File: src/rtl/maze_pkg.sv
// Shared maze-game definitions: direction encoding and the position-controller state set.
package maze_pkg;

  localparam logic [1:0] DIR_LEFT  = 2'd0;
  localparam logic [1:0] DIR_RIGHT = 2'd1;
  localparam logic [1:0] DIR_UP    = 2'd2;
  localparam logic [1:0] DIR_DOWN  = 2'd3;

  typedef enum logic [2:0] {
    IDLE,
    QUERY,
    WAIT,
    RESP,
    GOAL
  } state_t;

endpackage

File: src/rtl/player_position_ctrl.sv
// Player-position controller: takes one direction request at a time, checks grid bounds,
// asks the wall memory about the target cell and commits or rejects the move.
module player_position_ctrl
  import maze_pkg::*;
#(
  parameter int X_W         = 5,
  parameter int Y_W         = 5,
  parameter int MAX_X       = 19,
  parameter int MAX_Y       = 14,
  parameter int START_X     = 1,
  parameter int START_Y     = 1,
  parameter int GOAL_X      = 18,
  parameter int GOAL_Y      = 13,
  parameter int MEM_LATENCY = 2
) (
  input  logic           clock,
  input  logic           resetn,
  input  logic           move_valid,
  input  logic [1:0]     move_dir,
  output logic           move_ready,
  output logic           query_valid,
  output logic [X_W-1:0] query_x,
  output logic [Y_W-1:0] query_y,
  input  logic           wall_in,
  output logic [X_W-1:0] pos_x,
  output logic [Y_W-1:0] pos_y,
  output logic           done,
  output logic           moved,
  output logic           blocked,
  output logic           at_goal
);

  localparam int  CNT_W         = (MEM_LATENCY > 1) ? $clog2(MEM_LATENCY) : 1;
  localparam bit  GOAL_AT_START = (START_X == GOAL_X) && (START_Y == GOAL_Y);

  state_t           state;
  logic [CNT_W-1:0] cnt;
  logic [X_W-1:0]   next_x;
  logic [Y_W-1:0]   next_y;
  logic             oob;

  // Bounds are tested before the +/-1 is used, so the wrapped value never leaves this block.
  always_comb begin
    // NOTE: every always_comb output gets a default first so no path can infer a latch.
    next_x = pos_x;
    next_y = pos_y;
    oob    = 1'b0;
    unique case (move_dir)
      DIR_LEFT: begin
        oob    = (pos_x == '0);
        next_x = pos_x - X_W'(1);
      end
      DIR_RIGHT: begin
        oob    = (pos_x == X_W'(MAX_X));
        next_x = pos_x + X_W'(1);
      end
      DIR_UP: begin
        oob    = (pos_y == '0);
        next_y = pos_y - Y_W'(1);
      end
      DIR_DOWN: begin
        oob    = (pos_y == Y_W'(MAX_Y));
        next_y = pos_y + Y_W'(1);
      end
    endcase
  end

  // NOTE: all state below uses non-blocking assignments so every register sees pre-edge values.
  always_ff @(posedge clock) begin
    if (!resetn) begin
      state       <= IDLE;
      pos_x       <= X_W'(START_X);
      pos_y       <= Y_W'(START_Y);
      query_x     <= '0;
      query_y     <= '0;
      cnt         <= '0;
      move_ready  <= 1'b1;
      query_valid <= 1'b0;
      done        <= 1'b0;
      moved       <= 1'b0;
      blocked     <= 1'b0;
      at_goal     <= GOAL_AT_START;
    end else begin
      query_valid <= 1'b0;
      done        <= 1'b0;
      moved       <= 1'b0;
      blocked     <= 1'b0;

      unique case (state)
        IDLE: begin
          if (move_valid && move_ready) begin
            move_ready <= 1'b0;
            if (oob) begin
              state   <= RESP;
              done    <= 1'b1;
              blocked <= 1'b1;
            end else begin
              state       <= QUERY;
              query_valid <= 1'b1;
              query_x     <= next_x;
              query_y     <= next_y;
              cnt         <= CNT_W'(MEM_LATENCY - 1);
            end
          end
        end

        // The query cycle counts as the first latency cycle.
        QUERY: begin
          state <= WAIT;
          if (cnt != '0) cnt <= cnt - CNT_W'(1);
        end

        WAIT: begin
          if (cnt == '0) begin
            state <= RESP;
            done  <= 1'b1;
            if (wall_in) begin
              blocked <= 1'b1;
            end else begin
              moved <= 1'b1;
              pos_x <= query_x;
              pos_y <= query_y;
            end
          end else begin
            cnt <= cnt - CNT_W'(1);
          end
        end

        RESP: begin
          if (pos_x == X_W'(GOAL_X) && pos_y == Y_W'(GOAL_Y)) begin
            state   <= GOAL;
            at_goal <= 1'b1;
          end else begin
            state      <= IDLE;
            move_ready <= 1'b1;
          end
        end

        GOAL: state <= GOAL;

        default: begin
          state      <= IDLE;
          move_ready <= 1'b1;
        end
      endcase
    end
  end

endmodule

File: config.mk
export PLATFORM = sky130hd
export DESIGN_NAME = player_position_ctrl
export DESIGN_NICKNAME = d
export VERILOG_FILES = /design/src/rtl/maze_pkg.sv /design/src/rtl/player_position_ctrl.sv
export SDC_FILE = /design/constraint.sdc
export NUM_CORES = 1
export LEC_CHECK = 0
export BUFFER_PORTS_ARGS = -buffer_cell sky130_fd_sc_hd__buf_2
export CORE_ASPECT_RATIO = 0.8
export CORE_MARGIN = 2
export CORE_UTILIZATION = 50
export DETAILED_ROUTE_END_ITERATION = 8
export GPL_ROUTABILITY_DRIVEN = 0
export PLACE_DENSITY = 0.69
export SYNTH_ARGS = -nofsm -noshare
export SYNTH_HDL_FRONTEND = slang
export SYNTH_SLANG_ARGS = --single-unit
File: constraint.sdc
create_clock -name clock -period 4.55 [get_ports clock]
set_clock_uncertainty 0.15 [all_clocks]
set_input_delay 1.1375 -clock clock [delete_from_list [all_inputs] [get_ports clock]]
set_output_delay 1.1375 -clock clock [all_outputs]
set_load 0.01 [all_outputs]
Word level (Yosys, flattened, before mapping)
Index checks and enable logic that the tools add are counted.
{ "totals": {"reg_bits": 30, "latch_bits": 0, "ramBits": 0, "mem_bits_ro": 0, "out_inout_bits": 26, "n_memories": 0} }
{ "op_classes": {"n_addsub": 5, "mul": 0, "div": 0, "magnitude_cmp": 0, "eq_ne": 15, "n_shift": 0, "mux": 24, "bitwise": 6, "n_reduce_logical": 17} }
{ "ops": {"columns": ["op", "n"], "rows": [
  ["5-bit one-hot mux with 2 select lines", 2],
  ["3-bit one-hot mux with 5 select lines", 1],
  ["3-bit AND reduction", 5],
  ["1-bit two-way mux", 12],
  ["5-bit by 1-bit adder with 5-bit output, second input constant", 2],
  ["5-bit by 4-bit equality test with 1-bit output, second input constant", 2],
  ["5-bit equality test, second input constant", 2],
  ["5-bit logical NOT", 2],
  ["5-bit by 1-bit subtractor with 5-bit output, second input constant", 2],
  ["3-bit two-way mux", 3],
  ["2-bit inequality test, second input constant", 4],
  ["3-bit by 2-bit equality test with 1-bit output, second input constant", 2],
  ["1-bit inverter", 6],
  ["1-bit one-hot mux with 2 select lines", 3],
  ["3-bit OR reduction", 2],
  ["2-bit equality test, second input constant", 2],
  ["1-bit one-hot mux with 4 select lines", 1],
  ["2-bit AND reduction", 2],
  ["3-bit by 1-bit equality test with 1-bit output, second input constant", 1],
  ["3-bit equality test, second input constant", 1],
  ["3-bit logical NOT", 1],
  ["1-bit one-hot mux with 3 select lines", 1],
  ["2-bit by 1-bit equality test with 1-bit output, second input constant", 1],
  ["1-bit logical AND", 2],
  ["other kinds (5)", 5]
]} }

Logic depth before layout (Yosys ltp)
Gate-level depths: netlist of the first run.
{ "depth": {"depth_word": 5, "ltp_mapped": 9, "ltp_nobuf": 7} }

Worst setup path before layout of the first run
OpenSTA, ideal clock, no wires.
{ "synth_path": {"path_type": "in2reg", "start": "input port move_dir[1]", "end": "register query_y[4]", "setup_ps": 152, "t_arrival_ps": 2922, "required_ps": 4248, "setup_slack_ps": 1326, "cell_stages": 8, "n_path_buf": 2, "cell_sequence": "clkbuf_1 -> clkbuf_1 -> nand2_1 -> ha_1 -> nor2b_1 -> or4_1 -> nand3_1 -> a311oi_1"} }
{ "synth_via": {"elab_chain_len": 4, "word_cells_on_any_way": 8, "cone_classes": "3 x eq/ne; 2 x mux; 1 x bitwise; 2 x reduce/logical"} }
{ "synth_lines": {"columns": ["element", "line", "source"], "rows": [
  ["from (decl)", "player_position_ctrl.sv:19", "input logic [1:0] move_dir,"],
  ["2-bit equality test (tied with other cells)", "player_position_ctrl.sv:48", "unique case (move_dir)"],
  ["1-bit one-hot mux with 4 select lines", "player_position_ctrl.sv:48", null],
  ["1-bit inverter (no source line)", null, null],
  ["3-bit AND reduction (no source line)", null, null],
  ["to (signal assigned)", "player_position_ctrl.sv:101", "query_y <= next_y;"],
  ["to (decl)", "player_position_ctrl.sv:23", "output logic [Y_W-1:0] query_y,"]
]} }
Several ways; a longest one is shown, not always the timed one.
A chain may end at the register's enable or synchronous reset.

Worst setup path after layout of the first run
{ "layout_path": {"start": "input port move_dir[1]", "end": "register query_x[3]"} }
{ "layout_via": {"elab_chain_len": 4, "word_cells_on_any_way": 8, "cone_classes": "3 x eq/ne; 2 x mux; 1 x bitwise; 2 x reduce/logical"} }
{ "layout_lines": {"columns": ["element", "line", "source"], "rows": [
  ["2-bit equality test (tied with other cells)", "player_position_ctrl.sv:48", null],
  ["1-bit one-hot mux with 4 select lines", "player_position_ctrl.sv:48", null],
  ["1-bit inverter (no source line)", null, null],
  ["3-bit AND reduction (no source line)", null, null],
  ["to (signal assigned)", "player_position_ctrl.sv:100", "query_x <= next_x;"],
  ["to (decl)", "player_position_ctrl.sv:22", "output logic [X_W-1:0] query_x,"]
]} }
Several ways; a longest one is shown, not always the timed one.

==> PnR_summary.wiki, run 1 <==
{| class="wikitable"
! Metric !! Value
|-
| Maximum fanout along the worst path || 29
|-
| Fin crit share || 68.4%
|-
| Required time worst endpoint || 4.53 ns
|-
| Detailed Route WL || 4.23 mm
|-
| Measured slew at the worst slew-check pin || 0.840 ns
|-
| Clock latency at the later pin of the worst-skew pair || 0.28 ns
|-
| Number of antenna-violating nets in the routed design || 0
|-
| Vias in the first global route || 1450
|-
| Area fraction of the dominant cell type after synthesis || 34.6%
|-
| Total of flip-flops plus latches after synthesis || 30
|-
| Max-slew headroom at the worst pin || 43.6%
|-
| Number of stages on the worst hold path || 2
|-
| Async set-or-reset flop fraction in the synthesized netlist || 0%
|-
| Worst min path class || flip-flop to flip-flop
|-
| Setup slack of the worst register-to-register path || 2.32 ns
|-
| Commonest cells after routing, fill and taps aside || buf_2 (31), dfxtp_1 (30), nor2_1 (18)
|-
| Number of buffers between clock root and the deepest sink || 2
|-
| Vias per std cell || 5.83
|-
| Cell total after placement || 261
|-
| Clock root buffer master || clkbuf_8
|-
| Core area || 3380 sq um
|-
| Number of nets in the layout || 240
|-
| Min-Delay Startpoint || at_goal
|-
| Post-route cell area || 2000 sq um
|-
| Clock Sink Count || 30
|-
| Leading register cell type out of synthesis || dfxtp_1
|-
| Sequential cell area || 601 sq um
|-
| Maximum Capacitance Violations || 0
|-
| Post-DP HPWL || 3.00 mm
|-
| Final core utilization || 59.3%
|-
| Initial standard-cell utilization of the core || 51.5%
|-
| Leading post-synthesis cells by cell area || dfxtp_1 (35%), mux2i_1 (8.6%), ha_1 (4.3%)
|-
| R2r endpoint || query_x[2]
|-
| Fill cell instance count of the final layout || 324
|-
| Static leakage || 0.000840 uW
|-
| Post-Syn Nets || 214
|-
| Average size of a mapped cell || 8.69 sq um
|-
| Minimum clock period || 3.11 ns
|-
| Total clock buffers created by CTS || 5
|-
| Number of buffer cells added on primary ports || 31
|-
| Number of placement rows || 19
|-
| Number of standard cells in the final layout excluding fillers || 269
|-
| Footprint of the multi-input gates || 1040 sq um
|-
| Ports || 32
|-
| Hold bufs inserted after CTS || 0
|-
| Beginning of the worst register-to-register path || pos_y[1]
|-
| Remaining design rule violation count || 0
|-
| Setup bufs post-CTS || 0
|-
| Combined global-route utilization of all metal layers || 22.0%
|-
| Worst endpoint data arrival time || 3.09 ns
|-
| Max H-tree Level || 2
|-
| Commonest non-fill, non-tap cell in the layout || buf_2
|-
| Critical path endpoint category || flip-flop
|-
| Overflow left after global routing || 0
|-
| Number of enable flip-flop cells after synthesis || 0
|-
| Number of violations reported at the end of detailed-routing iteration 0 || 76
|-
| Cell depth of the worst flop-to-flop path || 4
|-
| Power per standard cell area || 345 nW/um^2
|-
| Horizontal die dimension || 69.9 um
|-
| Layout Area Growth over Synthesis || 15.3%
|-
| Startpoint kind of the worst setup timing path || input port
|-
| Clock tree from TritonCTS || done
|-
| Y dimension of the die || 56.7 um
|-
| Final slew viol count || 0
|-
| Area of the mapped netlist || 1740 sq um
|-
| Result of the run || finished, final reports clean
|-
| Number of antenna violations at the first check in global routing || 0
|-
| Cell area after placement || 1890 sq um
|-
| Ratio of cells with drive above 1 in the final layout || 21.1%
|-
| Number of hold violations in the final report || 0
|-
| Startpoint-to-endpoint class of the critical path || input port to flip-flop
|-
| Netlist cell types || 47
|-
| # diodes || 0
|-
| Clock transition at the registers of the reported paths || 0.06 ns
|-
| Via count of the routed design || 1569
|-
| Number of instances in the synthesized netlist || 200
|-
| Achievable Freq || 322 MHz
|-
| Global-route wire length before repair || 6.90 mm
|-
| Aggregate negative setup slack || 0 ns
|-
| Average wire length per cell after detail routing || 15.7 um
|-
| Worst vdd ir || 0.147 mV
|-
| Number of cells upsized or downsized after cts || 0
|-
| Post-synth top area cell || dfxtp_1
|-
| First-pass detailed-route iteration total || 4
|-
| Worst Hold Path EP || at_goal
|-
| Syn. warnings || 0
|-
| Maximum number of pins on one net before global-route repair || 30
|-
| Die Outline Area || 3970 sq um
|-
| Seq/Total Area, Yosys || 34.6%
|-
| RSZ-0062 raised after global routing || no
|-
| Setup-failing EPs final || 0
|}
[power by group]
group / leakage [uW] / internal, uW / switching (uW) / total, uW
Combinational: 0.000538 / 58.8 / 76.7 / 136
Sequential: 0.000244 / 282 / 19.6 / 302
Clock: 0.0000575 / 153 / 101 / 253
[critical path, stage by stage]
cell      delay [ns]
buf_2           0.26
nor2b_1         0.34
inv_1           0.14
ha_1            0.38
nor2b_1         0.17
a221o_1         0.31
a311oi_1        0.24
a211oi_1        0.10
[per-layer routing]
layer / vias to the layer above / routed length [um] / GRT usage [%]
met5: - / 0 / 0
met4: 0 / 73 / 9.34
met3: 8 / 192 / 5.39
met2: 34 / 1940 / 33.7
met1: 742 / 2020 / 29.4
li1: 785 / - / -
[per-stage QoR]
stage	power [uW]	hold WS, ns	setup slack [ns]
finish	691	0.320	1.44
global route	719	0.346	1.27
detailed placement	443	0.320	1.13
floorplan	403	0.315	1.33
CTS	693	0.334	1.45
global placement	436	0.300	1.27
[synth_stat cells (4+ instances only)]
master    instances
xnor2_1           4
o21ai_0           4
or2_2             4
ha_1              6
nor2_1           18
nor3_1            5
inv_1            10
o211ai_1          5
or4_1             4
dfxtp_1          30
a31oi_1           6
mux2i_1          15
nand2_1          17
clkbuf_1          9
a211oi_1          7
a21oi_1           6
nor2b_1           5
[sequential cells by signal, summed over array words and instances (netlist names)]
signal       flops
pos_x            5
pos_y            5
query_x          5
query_y          5
state            3
at_goal          1
blocked          1
cnt              1
done             1
move_ready       1
moved            1
query_valid      1
[final cells by class]
class / count / area share (%)
clock buffers: 8 / 5.50
inverters: 10 / 1.87
repair buffers: 32 / 8.12
well taps: 42 / 2.62
flip-flops and latches: 30 / 30.0
multi-input cells: 147 / 51.9
[worst max path at each step]
stage,startpoint,end,slack [ns],cells after the start
after floorplan,move_dir[1],query_y[4],1.33,8
after global placement,move_dir[1],query_x[3],1.27,8
after detailed placement,move_dir[1],query_x[3],1.13,8
after CTS,move_dir[1],query_x[3],1.45,8
after global routing,move_dir[1],query_x[3],1.27,8
final,move_dir[1],query_x[3],1.44,8
[cells by family (layout without fill, tap and decap cells)]
kind of cell | after synthesis | after routing | share of synthesized area (%)
simple gates | 74 | 74 | 23.3
compound gates | 45 | 45 | 18.7
flops | 30 | 30 | 34.6
buf+inv | 23 | 50 | 5.62
mux | 15 | 15 | 8.64
fa+ha+maj | 8 | 8 | 6.62
xor+xnor | 5 | 5 | 2.52
No activity file was read; power rests on OpenSTA's default activity.
==> inputs of run 2 (changes only) <==
--- a/config.mk
+++ b/config.mk
@@ -8,10 +8,10 @@
 export BUFFER_PORTS_ARGS = -buffer_cell sky130_fd_sc_hd__buf_2
 export CORE_ASPECT_RATIO = 0.8
 export CORE_MARGIN = 2
-export CORE_UTILIZATION = 50
+export CORE_UTILIZATION = 49
 export DETAILED_ROUTE_END_ITERATION = 8
 export GPL_ROUTABILITY_DRIVEN = 0
-export PLACE_DENSITY = 0.69
+export PLACE_DENSITY = 0.7
 export SYNTH_ARGS = -nofsm -noshare
 export SYNTH_HDL_FRONTEND = slang
 export SYNTH_SLANG_ARGS = --single-unit
==> constraint.sdc (replaced) <==
create_clock -name clock -period 2.5 [get_ports clock]
set_clock_uncertainty 0.15 [all_clocks]
set_input_delay 0.625 -clock clock [delete_from_list [all_inputs] [get_ports clock]]
set_output_delay 0.625 -clock clock [all_outputs]
set_load 0.01 [all_outputs]
==> run 2 against run 1 <==
Effect of this change:
- register-to-register slack got worse by 1.9 ns
- highest routed layer unchanged
- final cell count is 5.2% higher
- flip-flop and latch count did not move
- core utilization rose by 1.9 points
- global-route usage is 0.44 points lower
- largest power group unchanged
==> PnR_summary.wiki, run 2 (synthesis gave the netlist of run 1 again) <==
{| class="wikitable"
! Metric !! Value
|-
| Final slew viol count || 0
|-
| Hold bufs inserted after CTS || 0
|-
| Number of hold violations in the final report || 0
|-
| Ports || 32
|-
| Startpoint-to-endpoint class of the critical path || input port to flip-flop
|-
| Number of buffers between clock root and the deepest sink || 2
|-
| Number of antenna violations at the first check in global routing || 0
|-
| Total clock buffers created by CTS || 5
|-
| Maximum Capacitance Violations || 0
|-
| Number of cells upsized or downsized after cts || 0
|-
| Clock Sink Count || 30
|-
| Minimum clock period || 2.22 ns
|-
| First-pass detailed-route iteration total || 4
|-
| Detailed Route WL || 4.12 mm
|-
| Y dimension of the die || 57.3 um
|-
| Cell total after placement || 275
|-
| Average wire length per cell after detail routing || 14.6 um
|-
| Measured slew at the worst slew-check pin || 0.757 ns
|-
| # diodes || 0
|-
| Net switching power || 351 uW
|-
| Combined global-route utilization of all metal layers || 21.5%
|-
| Global-route wire length before repair || 6.76 mm
|-
| Max H-tree Level || 2
|-
| Initial standard-cell utilization of the core || 50.8%
|-
| Layout Area Growth over Synthesis || 20.7%
|-
| Number of antenna-violating nets in the routed design || 0
|-
| Clock tree from TritonCTS || done
|-
| Setup-failing EPs final || 0
|-
| Power per standard cell area || 576 nW/um^2
|-
| Ratio of cells with drive above 1 in the final layout || 25.7%
|-
| Overflow left after global routing || 0
|-
| Core area || 3420 sq um
|-
| Sequential cell area || 601 sq um
|-
| Clock root buffer master || clkbuf_8
|-
| Power Internal || 858 uW
|-
| Die Outline Area || 4040 sq um
|-
| Clock latency at the later pin of the worst-skew pair || 0.28 ns
|-
| Vias in the first global route || 1416
|-
| Static leakage || 0.000903 uW
|-
| Via count of the routed design || 1588
|-
| Clock transition at the registers of the reported paths || 0.06 ns
|-
| Overall Power || 1210 uW
|-
| Remaining design rule violation count || 0
|-
| Number of nets in the layout || 254
|-
| Fin crit share || 88.7%
|-
| Startpoint kind of the worst setup timing path || input port
|-
| Required time worst endpoint || 2.48 ns
|-
| Setup bufs post-CTS || 0
|-
| Clock group share of total power || 32.9%
|-
| Footprint of the multi-input gates || 1050 sq um
|-
| Number of buffer cells added on primary ports || 31
|-
| Worst vdd ir || 0.388 mV
|-
| Achievable Freq || 451 MHz
|-
| Vias per std cell || 5.61
|-
| Horizontal die dimension || 70.6 um
|-
| Share of total power consumed by net switching || 29.0%
|-
| Maximum fanout along the worst path || 13
|-
| Commonest non-fill, non-tap cell in the layout || buf_2
|-
| Worst endpoint data arrival time || 2.20 ns
|-
| Sequential cell fraction of total power || 45.4%
|-
| Post-DP HPWL || 2.99 mm
|-
| Number of standard cells in the final layout excluding fillers || 283
|-
| Fill cell instance count of the final layout || 316
|-
| Result of the run || finished, final reports clean
|-
| Commonest cells after routing, fill and taps aside || buf_2 (31), dfxtp_1 (30), nor2_1 (18)
|-
| Fraction of power consumed by combinational cells || 21.7%
|-
| RSZ-0062 raised after global routing || no
|-
| Critical path endpoint category || flip-flop
|-
| Max-slew headroom at the worst pin || 49.2%
|-
| Number of violations reported at the end of detailed-routing iteration 0 || 94
|-
| Worst min path class || flip-flop to flip-flop
|-
| Maximum number of pins on one net before global-route repair || 23
|-
| Number of placement rows || 19
|}
==> run 2: cell count changes in the layout (fill, tap and decap cells not counted), sizes merged <==
cell | previous run | this run
clkinv | 0 | 1
clkbuf | 8 | 7
buf | 32 | 46
==> run 2: cell type report <==
class | count | area share, %
multi-input combinational | 147 | 49.9
sequential | 30 | 28.6
timing repair buffer | 46 | 12.8
clock buffer | 7 | 4.12
tap | 42 | 2.51
inverter | 10 | 1.79
clock inverter | 1 | 0.239
==> run 2: power by group through the flow <==
stage                     Clock, uW  Sequential [uW]  Combinational [uW]
after floorplan                   0              560                 175
after global placement            0              558                 259
after detailed placement          0              558                 262
after CTS                       403              548                 263
after global routing            425              553                 291
final                           397              548                 263
==> run 2: path summary, 6_finish.rpt <==
| path | from | end | slack (ns) | cells past startpoint |
|---|---|---|---|---|
| hold reg to reg | at_goal | at_goal | 0.32 | 2 |
| setup / recovery | move_dir[0] | query_x[3] | 0.28 | 8 |
| setup reg to reg | pos_x[1] | state[1] | 0.37 | 4 |
| hold / removal | at_goal | at_goal | 0.32 | 2 |
==> run 2: worst max-delay path, stage by stage <==
cell	delay (ns)
buf_2	0.21
nor2b_4	0.18
inv_1	0.07
ha_1	0.32
nor2b_1	0.15
a221o_1	0.31
a311oi_1	0.24
a211oi_1	0.10
==> run 2: per-layer routing <==
layer	global-route usage (%)	vias up	part of all wire, %
met3	6.36	5	5.8
met1	29.3	730	50
met2	33.0	42	43
met5	0	-	0
met4	7.28	0	1.1
li1	-	811	-
==> run 2: per-stage QoR <==
stage	utilization (%)	hold slack (ns)	instance area, sq um	worst slack [ns]	TNS, ns
final	61.3	0.320	2100	0.283	0
after global routing	61.3	0.357	2100	0.169	0
after CTS	61.3	0.326	2100	0.294	0
after detailed placement	58.6	0.309	2010	-0.00974	-0.00974
after global placement	58.6	0.299	2010	0.0168	0
after floorplan	-	0.315	1750	-0.0308	-0.0308
